**config.mk**
```make
export PLATFORM = sky130hd
export DESIGN_NAME = decode_stage
export DESIGN_NICKNAME = d
export VERILOG_FILES = /design/src/rtl/decode_stage.sv
export SDC_FILE = /design/constraint.sdc
export NUM_CORES = 1
export LEC_CHECK = 0
export ABC_AREA = 1
export CORE_MARGIN = 2
export CORE_UTILIZATION = 45
export DETAILED_ROUTE_END_ITERATION = 10
export PLACE_DENSITY_LB_ADDON = 0.15
export SLEW_MARGIN = 20
export SYNTH_ARGS = -nofsm -noshare
export SYNTH_HDL_FRONTEND = slang
export SYNTH_SLANG_ARGS = --single-unit
```
**constraint.sdc**
```tcl
create_clock -name clk -period 16.5 [get_ports clk]
set_input_delay 4.125 -clock clk [delete_from_list [all_inputs] [get_ports clk]]
set_output_delay 4.125 -clock clk [all_outputs]
set_load 0.1 [all_outputs]
```
**src/rtl/decode_stage.sv**
```systemverilog
// LC-3b decode stage: register file with writeback bypass, control-word generation,
// load-use hazard detection with bubble injection, and a saturating bubble counter.
module decode_stage (
    input  logic        clk,
    input  logic        reset,
    input  logic [15:0] IR_in,
    input  logic [15:0] PC_in,
    input  logic        valid_in,
    input  logic [15:0] ex_ir,
    input  logic        ex_valid,
    input  logic        mem_stall,
    input  logic        wb_load,
    input  logic [2:0]  wb_dest,
    input  logic [15:0] wb_data,
    output logic [15:0] IR_out,
    output logic [15:0] PC_out,
    output logic [15:0] CW_out,
    output logic [15:0] SR1_out,
    output logic [15:0] SR2_out,
    output logic        valid_out,
    output logic        load_ifid,
    output logic        load_idex,
    output logic [15:0] bubble_count
);

    typedef enum logic [3:0] {
        OP_BR  = 4'h0, OP_ADD = 4'h1, OP_LDB = 4'h2, OP_STB  = 4'h3,
        OP_JSR = 4'h4, OP_AND = 4'h5, OP_LDR = 4'h6, OP_STR  = 4'h7,
        OP_RTI = 4'h8, OP_NOT = 4'h9, OP_LDI = 4'hA, OP_STI  = 4'hB,
        OP_JMP = 4'hC, OP_SHF = 4'hD, OP_LEA = 4'hE, OP_TRAP = 4'hF
    } opcode_e;

    logic [15:0] regs_q [8];
    logic [15:0] count_q, count_d;

    opcode_e     op, ex_op;
    logic [2:0]  sr1_idx, sr2_idx, dest;
    logic        sr1_used, sr2_used;
    logic        regwrite, load_cc, mem_read, mem_write, imm_sel;
    logic [15:0] cw;
    logic [15:0] sr1_val, sr2_val;
    logic        ex_is_load, hazard, bubble;
    logic        unused_ex_bits;

    assign op             = opcode_e'(IR_in[15:12]);
    assign ex_op          = opcode_e'(ex_ir[15:12]);
    assign unused_ex_bits = ^ex_ir[8:0];

    always_comb begin
        sr1_idx   = IR_in[8:6];
        sr2_idx   = IR_in[2:0];
        sr1_used  = 1'b0;
        sr2_used  = 1'b0;
        regwrite  = 1'b0;
        load_cc   = 1'b0;
        mem_read  = 1'b0;
        mem_write = 1'b0;
        case (op)
            OP_ADD, OP_AND: begin
                sr1_used = 1'b1;
                sr2_used = ~IR_in[5];
                regwrite = 1'b1;
                load_cc  = 1'b1;
            end
            OP_NOT, OP_SHF: begin
                sr1_used = 1'b1;
                regwrite = 1'b1;
                load_cc  = 1'b1;
            end
            OP_LEA: begin
                regwrite = 1'b1;
                load_cc  = 1'b1;
            end
            OP_LDB, OP_LDR, OP_LDI: begin
                sr1_used = 1'b1;
                regwrite = 1'b1;
                load_cc  = 1'b1;
                mem_read = 1'b1;
            end
            OP_STB, OP_STR, OP_STI: begin
                sr1_used  = 1'b1;
                sr2_used  = 1'b1;
                sr2_idx   = IR_in[11:9];
                mem_write = 1'b1;
            end
            OP_JSR: begin
                sr1_used = ~IR_in[11];
                regwrite = 1'b1;
            end
            OP_JMP:  sr1_used = 1'b1;
            OP_TRAP: begin
                regwrite = 1'b1;
                mem_read = 1'b1;
            end
            default: ;
        endcase
        dest    = (op == OP_JSR || op == OP_TRAP) ? 3'd7 : IR_in[11:9];
        imm_sel = (op == OP_ADD || op == OP_AND) & IR_in[5];
    end

    assign cw = {IR_in[15:12], regwrite, load_cc, mem_read, mem_write, imm_sel, dest, 4'b0000};

    // Write-through: a same-cycle writeback to the read index wins over the stored value.
    always_comb begin
        sr1_val = regs_q[sr1_idx];
        sr2_val = regs_q[sr2_idx];
        if (wb_load && wb_dest == sr1_idx) sr1_val = wb_data;
        if (wb_load && wb_dest == sr2_idx) sr2_val = wb_data;
    end

    assign ex_is_load = ex_valid & (ex_op == OP_LDB || ex_op == OP_LDR || ex_op == OP_LDI);
    assign hazard     = valid_in & ex_is_load &
                        ((sr1_used & (sr1_idx == ex_ir[11:9])) |
                         (sr2_used & (sr2_idx == ex_ir[11:9])));
    assign bubble     = hazard & ~mem_stall;

    assign IR_out       = bubble ? '0 : IR_in;
    assign PC_out       = PC_in;
    assign CW_out       = (bubble | ~valid_in) ? '0 : cw;
    assign SR1_out      = sr1_val;
    assign SR2_out      = sr2_val;
    assign valid_out    = valid_in & ~bubble;
    assign load_ifid    = ~mem_stall & ~hazard;
    assign load_idex    = ~mem_stall;
    assign bubble_count = count_q;

    assign count_d = (bubble && count_q != '1) ? count_q + 16'd1 : count_q;

    always_ff @(posedge clk or posedge reset) begin
        if (reset) begin
            for (int unsigned i = 0; i < 8; i++) regs_q[i] <= '0;
            count_q <= '0;
        end else begin
            if (wb_load) regs_q[wb_dest] <= wb_data;
            count_q <= count_d;
        end
    end

endmodule

```
Word-level counts from Yosys, hierarchy flattened
Cells that the tools add are included.

Register bits after elaboration: 144. Output and inout port bits: 99. Logic and storage cells: 91.

Eq/ne operators: 22. Mux-type cells: 21. Bitwise operators: 20. Add/subtract/negate cells: 1. Reduce and logical (&&, ||, !) cells: 14. Order comparisons: 4.

Operators with widths (count): $mux 16 (9); $bwmux 128 (1); $bmux 16 s3 (2); $demux 16 s3 (1); $eq 4x4->1 const B (8); $eq 4x3->1 const B (5); $add 16x1->16 const B (1); $ne 16x16->1 const B (1); $eq 3x3->1 (4); $eq 4x2->1 const B (3); $ge 4x4->1 const B (3); $not 3->4 (3); $reduce_or 11->1 (1); $reduce_or 10->1 (1); $and 1x1->1 (9); $reduce_or 8->1 (1); $mux 3 (2); $not 1->1 (6); $eq 4x1->1 const B (1); $logic_and 1x1->1 (4); $logic_or 1x1->1 (4); $lt 4x1->1 const B (1); $mux 1 (4); $pmux 1 s2 (2); other kinds (4) (5).

Logic depth before layout (Yosys ltp)
Depth after elaboration: 10. Gate-level depth with buffers: 13. Depth with buffers taken out: 11.

Worst setup path before layout
OpenSTA, ideal clock, no wires.

Kind: input-to-output. From: input IR_in[12]. To: output SR2_out[0]. Stages on the path: 10. Path slack: 4.986 ns. Data arrival time: 7.389 ns. Path buffers: 2. Cell sequence: ha_1 buf_2 nand3_1 nand2_4 inv_1 nand2_1 a21oi_1 nand2_1 clkbuf_1 o21ai_0.

Longest elaborated chain between the ends: 8.

RTL lines: from (decl) (line 6) `input logic [15:0] IR_in,`; $eq 4x2->1, or another cell as far along (line 58) `case (op)`; $reduce_or 3->1 (*); $mux 3 (*) (line 58); $not 3->4 (implied by the code) (line 106) `sr2_val = regs_q[sr2_idx];`; $bmux 16 s3 (line 106); $mux 16 (implied by the code) (2 in a row) (line 106); $mux 16 (*) (line 108) `if (wb_load && wb_dest == sr2_idx) sr2_val = wb_data;`; to (decl) (line 19) `output logic [15:0] SR2_out,`.

Mark *: on every way between the ends. The rest lies on a longest branch, timed or not. The select of a mux whose other input is x is not followed.

Worst setup path after layout
From: input IR_in[12]. To: output SR2_out[3].

The elaborated chain is that of the path after synthesis.

==> results.txt <==
- Gp weighted congestion: just over 0.8
- The number of hold buffers added after CTS was 0.
- List of most frequent post-synthesis cells: 255 x o21ai_0, 247 x nand2_1, 144 x dfrtp_1, 135 x inv_1, 106 x a21oi_1
* Via total after detailed routing: between 8000 and 9000
* Global routing met2 resource utilization: 46.2%
* Result of the run: finished clean
- After detailed routing, the total wire length is 28000 µm.
- Class of the tightest hold or removal check: flip-flop to flip-flop
- Share of final-layout standard cells stronger than drive strength 1: under 10%
* Final global-route overflow total: 0
* Leading register cell type out of synthesis: dfrtp_1
- For this run, the total global-route usage over all layers was measured as a little over a quarter.
- Peak clock frequency supported by timing: ~0.078 GHz
* Max-capacitance violation count: 0
- Die outline area: 21000 µm²
- In this run the critical register-to-register path is launched from bubble_count[0].
- Setup repair after global routing left no endpoint under its margin.
- The final count of pins violating max slew came to 0.
* Smallest setup slack after layout: approximately 3.7 ns
* First-pass GRT wire length: ~44000 µm
- Slowest cell on the critical path: clkdlybuf4s50_1
- Counting along the longest clock path gives a buffer depth of 2.
* Hold Startpoint: regs_q[25]
- Tmin final: 12.78 ns
- Crit path buffers/inverters: 4
* Grt met3 use: 4.57%
- Total area of multi-input combinational cells: 4330 µm²
* Area of the mapped netlist: between 8000 and 9000 µm²
- The pre-antenna-repair detailed-routing pass consisted of 5 iterations.
- For flop-to-flop paths, the worst setup slack is around 14 ns.
- 172 I/O pins were placed.
* Crit-path max FO: 89
- The initial utilization of the core area, before any placement, comes to between 40% and 50%.
- Required @ worst endpoint: roughly 12 ns
- Antenna diodes: 0
* Post-detailed-route via-to-cell ratio: 5.50
- Number of buffers inserted during clock tree synthesis: 17
- Walking the worst path, the cells encountered are clkdlybuf4s50_1 > ha_1 > nand3_1 > nand2_2 > buf_4 > o21ai_0 > a21oi_1 > nand2_1 > buf_4 > o21ai_0 > clkdlybuf4s50_1.
* Area after DPL: 10200 µm²
* Core box area: 19500 µm²
- For this run, the register share of the synthesized area comes to between 40% and 50%.
* Setup bufs post-CTS: 0
* Count of mapped cells out of synthesis: approximately 1300
* Maximum level of the CTS H-tree: 4
* Area taken by flip-flops and latches: roughly 3600 µm²
* Filler cell count: roughly 1900
- The design draws between 1 and 1.5 mW.
- Post-route standard cell area excluding fillers: around 11000 µm²
- The worst register-to-register path ends at bubble_count[2].
* Largest cells by area after synthesis: dfrtp_1 40%, o21ai_0 14%, nand2_1 10%, a21oi_1 5.9%, inv_1 5.7%
- Dividing the synthesized area by the synthesized cell count gives ~7.1 µm².
- Startpoint-to-endpoint class of the critical path: primary input to primary output
- The wire-length estimate of the detail-placed layout is 16700 µm.
- In this run, synthesis produced a sequential element count of 144.
- Crit share post-route: roughly 77%
- Height of the chip: between 100 and 150 µm
- Setup violations remaining at the end of the flow were counted as 0.
- Number of buffers inserted by port buffering: between 100 and 150
- Entering global routing, the biggest net connects 90 pins.
- For this design, the sink count on the clock tree is 144.
- The number of endpoints with negative hold slack in the final report was 0.
* Starting DRC count in detailed routing: 622
- The floorplan has approximately 50 rows.
- The analysis attributes to cell leakage a power of 4.89 nW.
- Crit-path leading delay family: buffers and inverters
* Post-route DRC: 0
- Number of global-route vias before repair: 8057
- For the pin with the worst max-slew slack, the measured transition is roughly 1.1 ns.
- Most common cell in the netlist: o21ai_0
- CTS root buffer: clkbuf_16
* Number of nets in the layout: ~1400
- Counting instances, the worst hold path has a depth of 2.
* Unique cell type count in the Yosys netlist: 33
- The synthesized design contains 0 enable-type register cells.
- For this design the ratio of total power to cell area is approximately 120 nW/µm².
- Worst endpoint data arrival time: ~8.7 ns
- The synthesized design spends more area on one cell type than any other, namely dfrtp_1.
- STA classifies the critical path endpoint as a primary output.
- Worst supply voltage drop on vdd: between 0.07 and 0.08 mV
- At the later pin of the worst-skew pair, clock insertion delay measures 0.42 ns.
* Startpoint types: primary input
- CTS tree: built
* Routed length per instance: around 18 µm
- Async set or reset register ratio after synthesis: between 90% and 100%
- Number of cells upsized or downsized after cts: 0
* Most utilized layer in the global route result: met2
* Layout overhead on the synthesized area: 20.9%
- Antenna viol nets, final: 0
- Width of the die: ~140 µm
* Setup Slack @ Placement: between 3 and 4 ns
- Capture endpoint of the worst hold path: regs_q[25]
* Max transition margin: between 20% and 30%
* Clock transition at the registers of the reported paths: ~0.060 ns
- The number of cells on the worst reg-to-reg path is 7.
* Clock Skew: slightly above 0.005 ns
- Share of the synthesized area in the top cell type: approximately 40%
* Antenna violations before repair: 0
- Global routing consumed, on the met1 layer, a little over a third of the routing resources.
- Final hold analysis gives a worst-case slack of between 0.4 and 0.5 ns.
* Max stage delay on crit path: ~1.2 ns
- Adding up every negative setup slack in the final design gives 0 ns.
- Yosys printed 0 warnings.
layer usage:
metal  vias up  part of all wire (%)
met5         -                     0
met4         0                   1.6
met3        33                   6.2
met2       320                    49
met1      4110                    44
li1       4286                     -
area by class of cell:
cell class | count | share of cell area [%]
Sequential cell | 144 | 33.4
Timing Repair Buffer | 142 | 12.8
Clock inverter | 9 | 1.22
Inverter | 138 | 4.85
Multi-Input combinational cell | 869 | 40.2
Clock buffer | 23 | 4.43
Tap cell | 265 | 3.08
flip-flops by register name, summed over array words and instances, names as in the netlist:
| signal | cells |
|---|---|
| regs_q | 128 |
| bubble_count | 16 |
worst max-delay path by stage:
stage	start	endpoint	slack, ns	depth (start not counted)
6_report	IR_in[12]	SR2_out[3]	3.72	11
5_1_grt	IR_in[13]	SR2_out[3]	3.42	11
4_1_cts	IR_in[12]	SR2_out[3]	3.68	11
3_5_place_dp	IR_in[12]	SR2_out[2]	3.70	11
3_3_place_gp	IR_in[12]	SR2_out[2]	3.75	11
2_1_floorplan	IR_in[12]	SR2_out[0]	4.99	10
worst min-delay path, stage by stage, from the launching register on:
cell,delay [ns]
dfrtp_1,0.34
nand2_1,0.05
o21ai_0,0.06
placed cells by master, fill, tap and decap left out, drive strengths merged, types with 4 or more instances in the layout:
| master | n |
|---|---|
| ha | 5 |
| o21ai | 255 |
| conb | 4 |
| nand3 | 48 |
| nor3 | 9 |
| xor2 | 15 |
| dfrtp | 144 |
| nand2 | 254 |
| nor2 | 76 |
| clkbuf | 23 |
| inv | 137 |
| clkinv | 4 |
| nand4 | 23 |
| clkdlybuf4s50 | 125 |
| o211ai | 62 |
| a21oi | 107 |
| buf | 17 |
cell families after synthesis:
family	count (synthesis)	share of synthesized area, %
xor gates and xnor gates	18	1.77
adders and majority gates	5	0.702
DFF	144	40.4
and+or+nand+nor	414	19.7
AOI/OAI and AO/OA	428	26.0
other	1	0.0421
buffers and inverters	241	11.4
where the power goes:
group          switching (mW)  internal, mW
combinational           0.296         0.112
sequential             0.0417         0.414
clock                   0.152         0.250
per-stage QoR:
| step | cells | util [%] |
|---|---|---|
| 6_report | 1590 | 55.4 |
| 5_1_grt | 1590 | 55.4 |
| 4_1_cts | 1590 | 55.3 |
| 3_5_place_dp | 1558 | 52.2 |
| 3_3_place_gp | 1558 | 52.2 |
| 2_1_floorplan | 1254 | - |
Note: power is estimated with default switching activity, not from simulation.
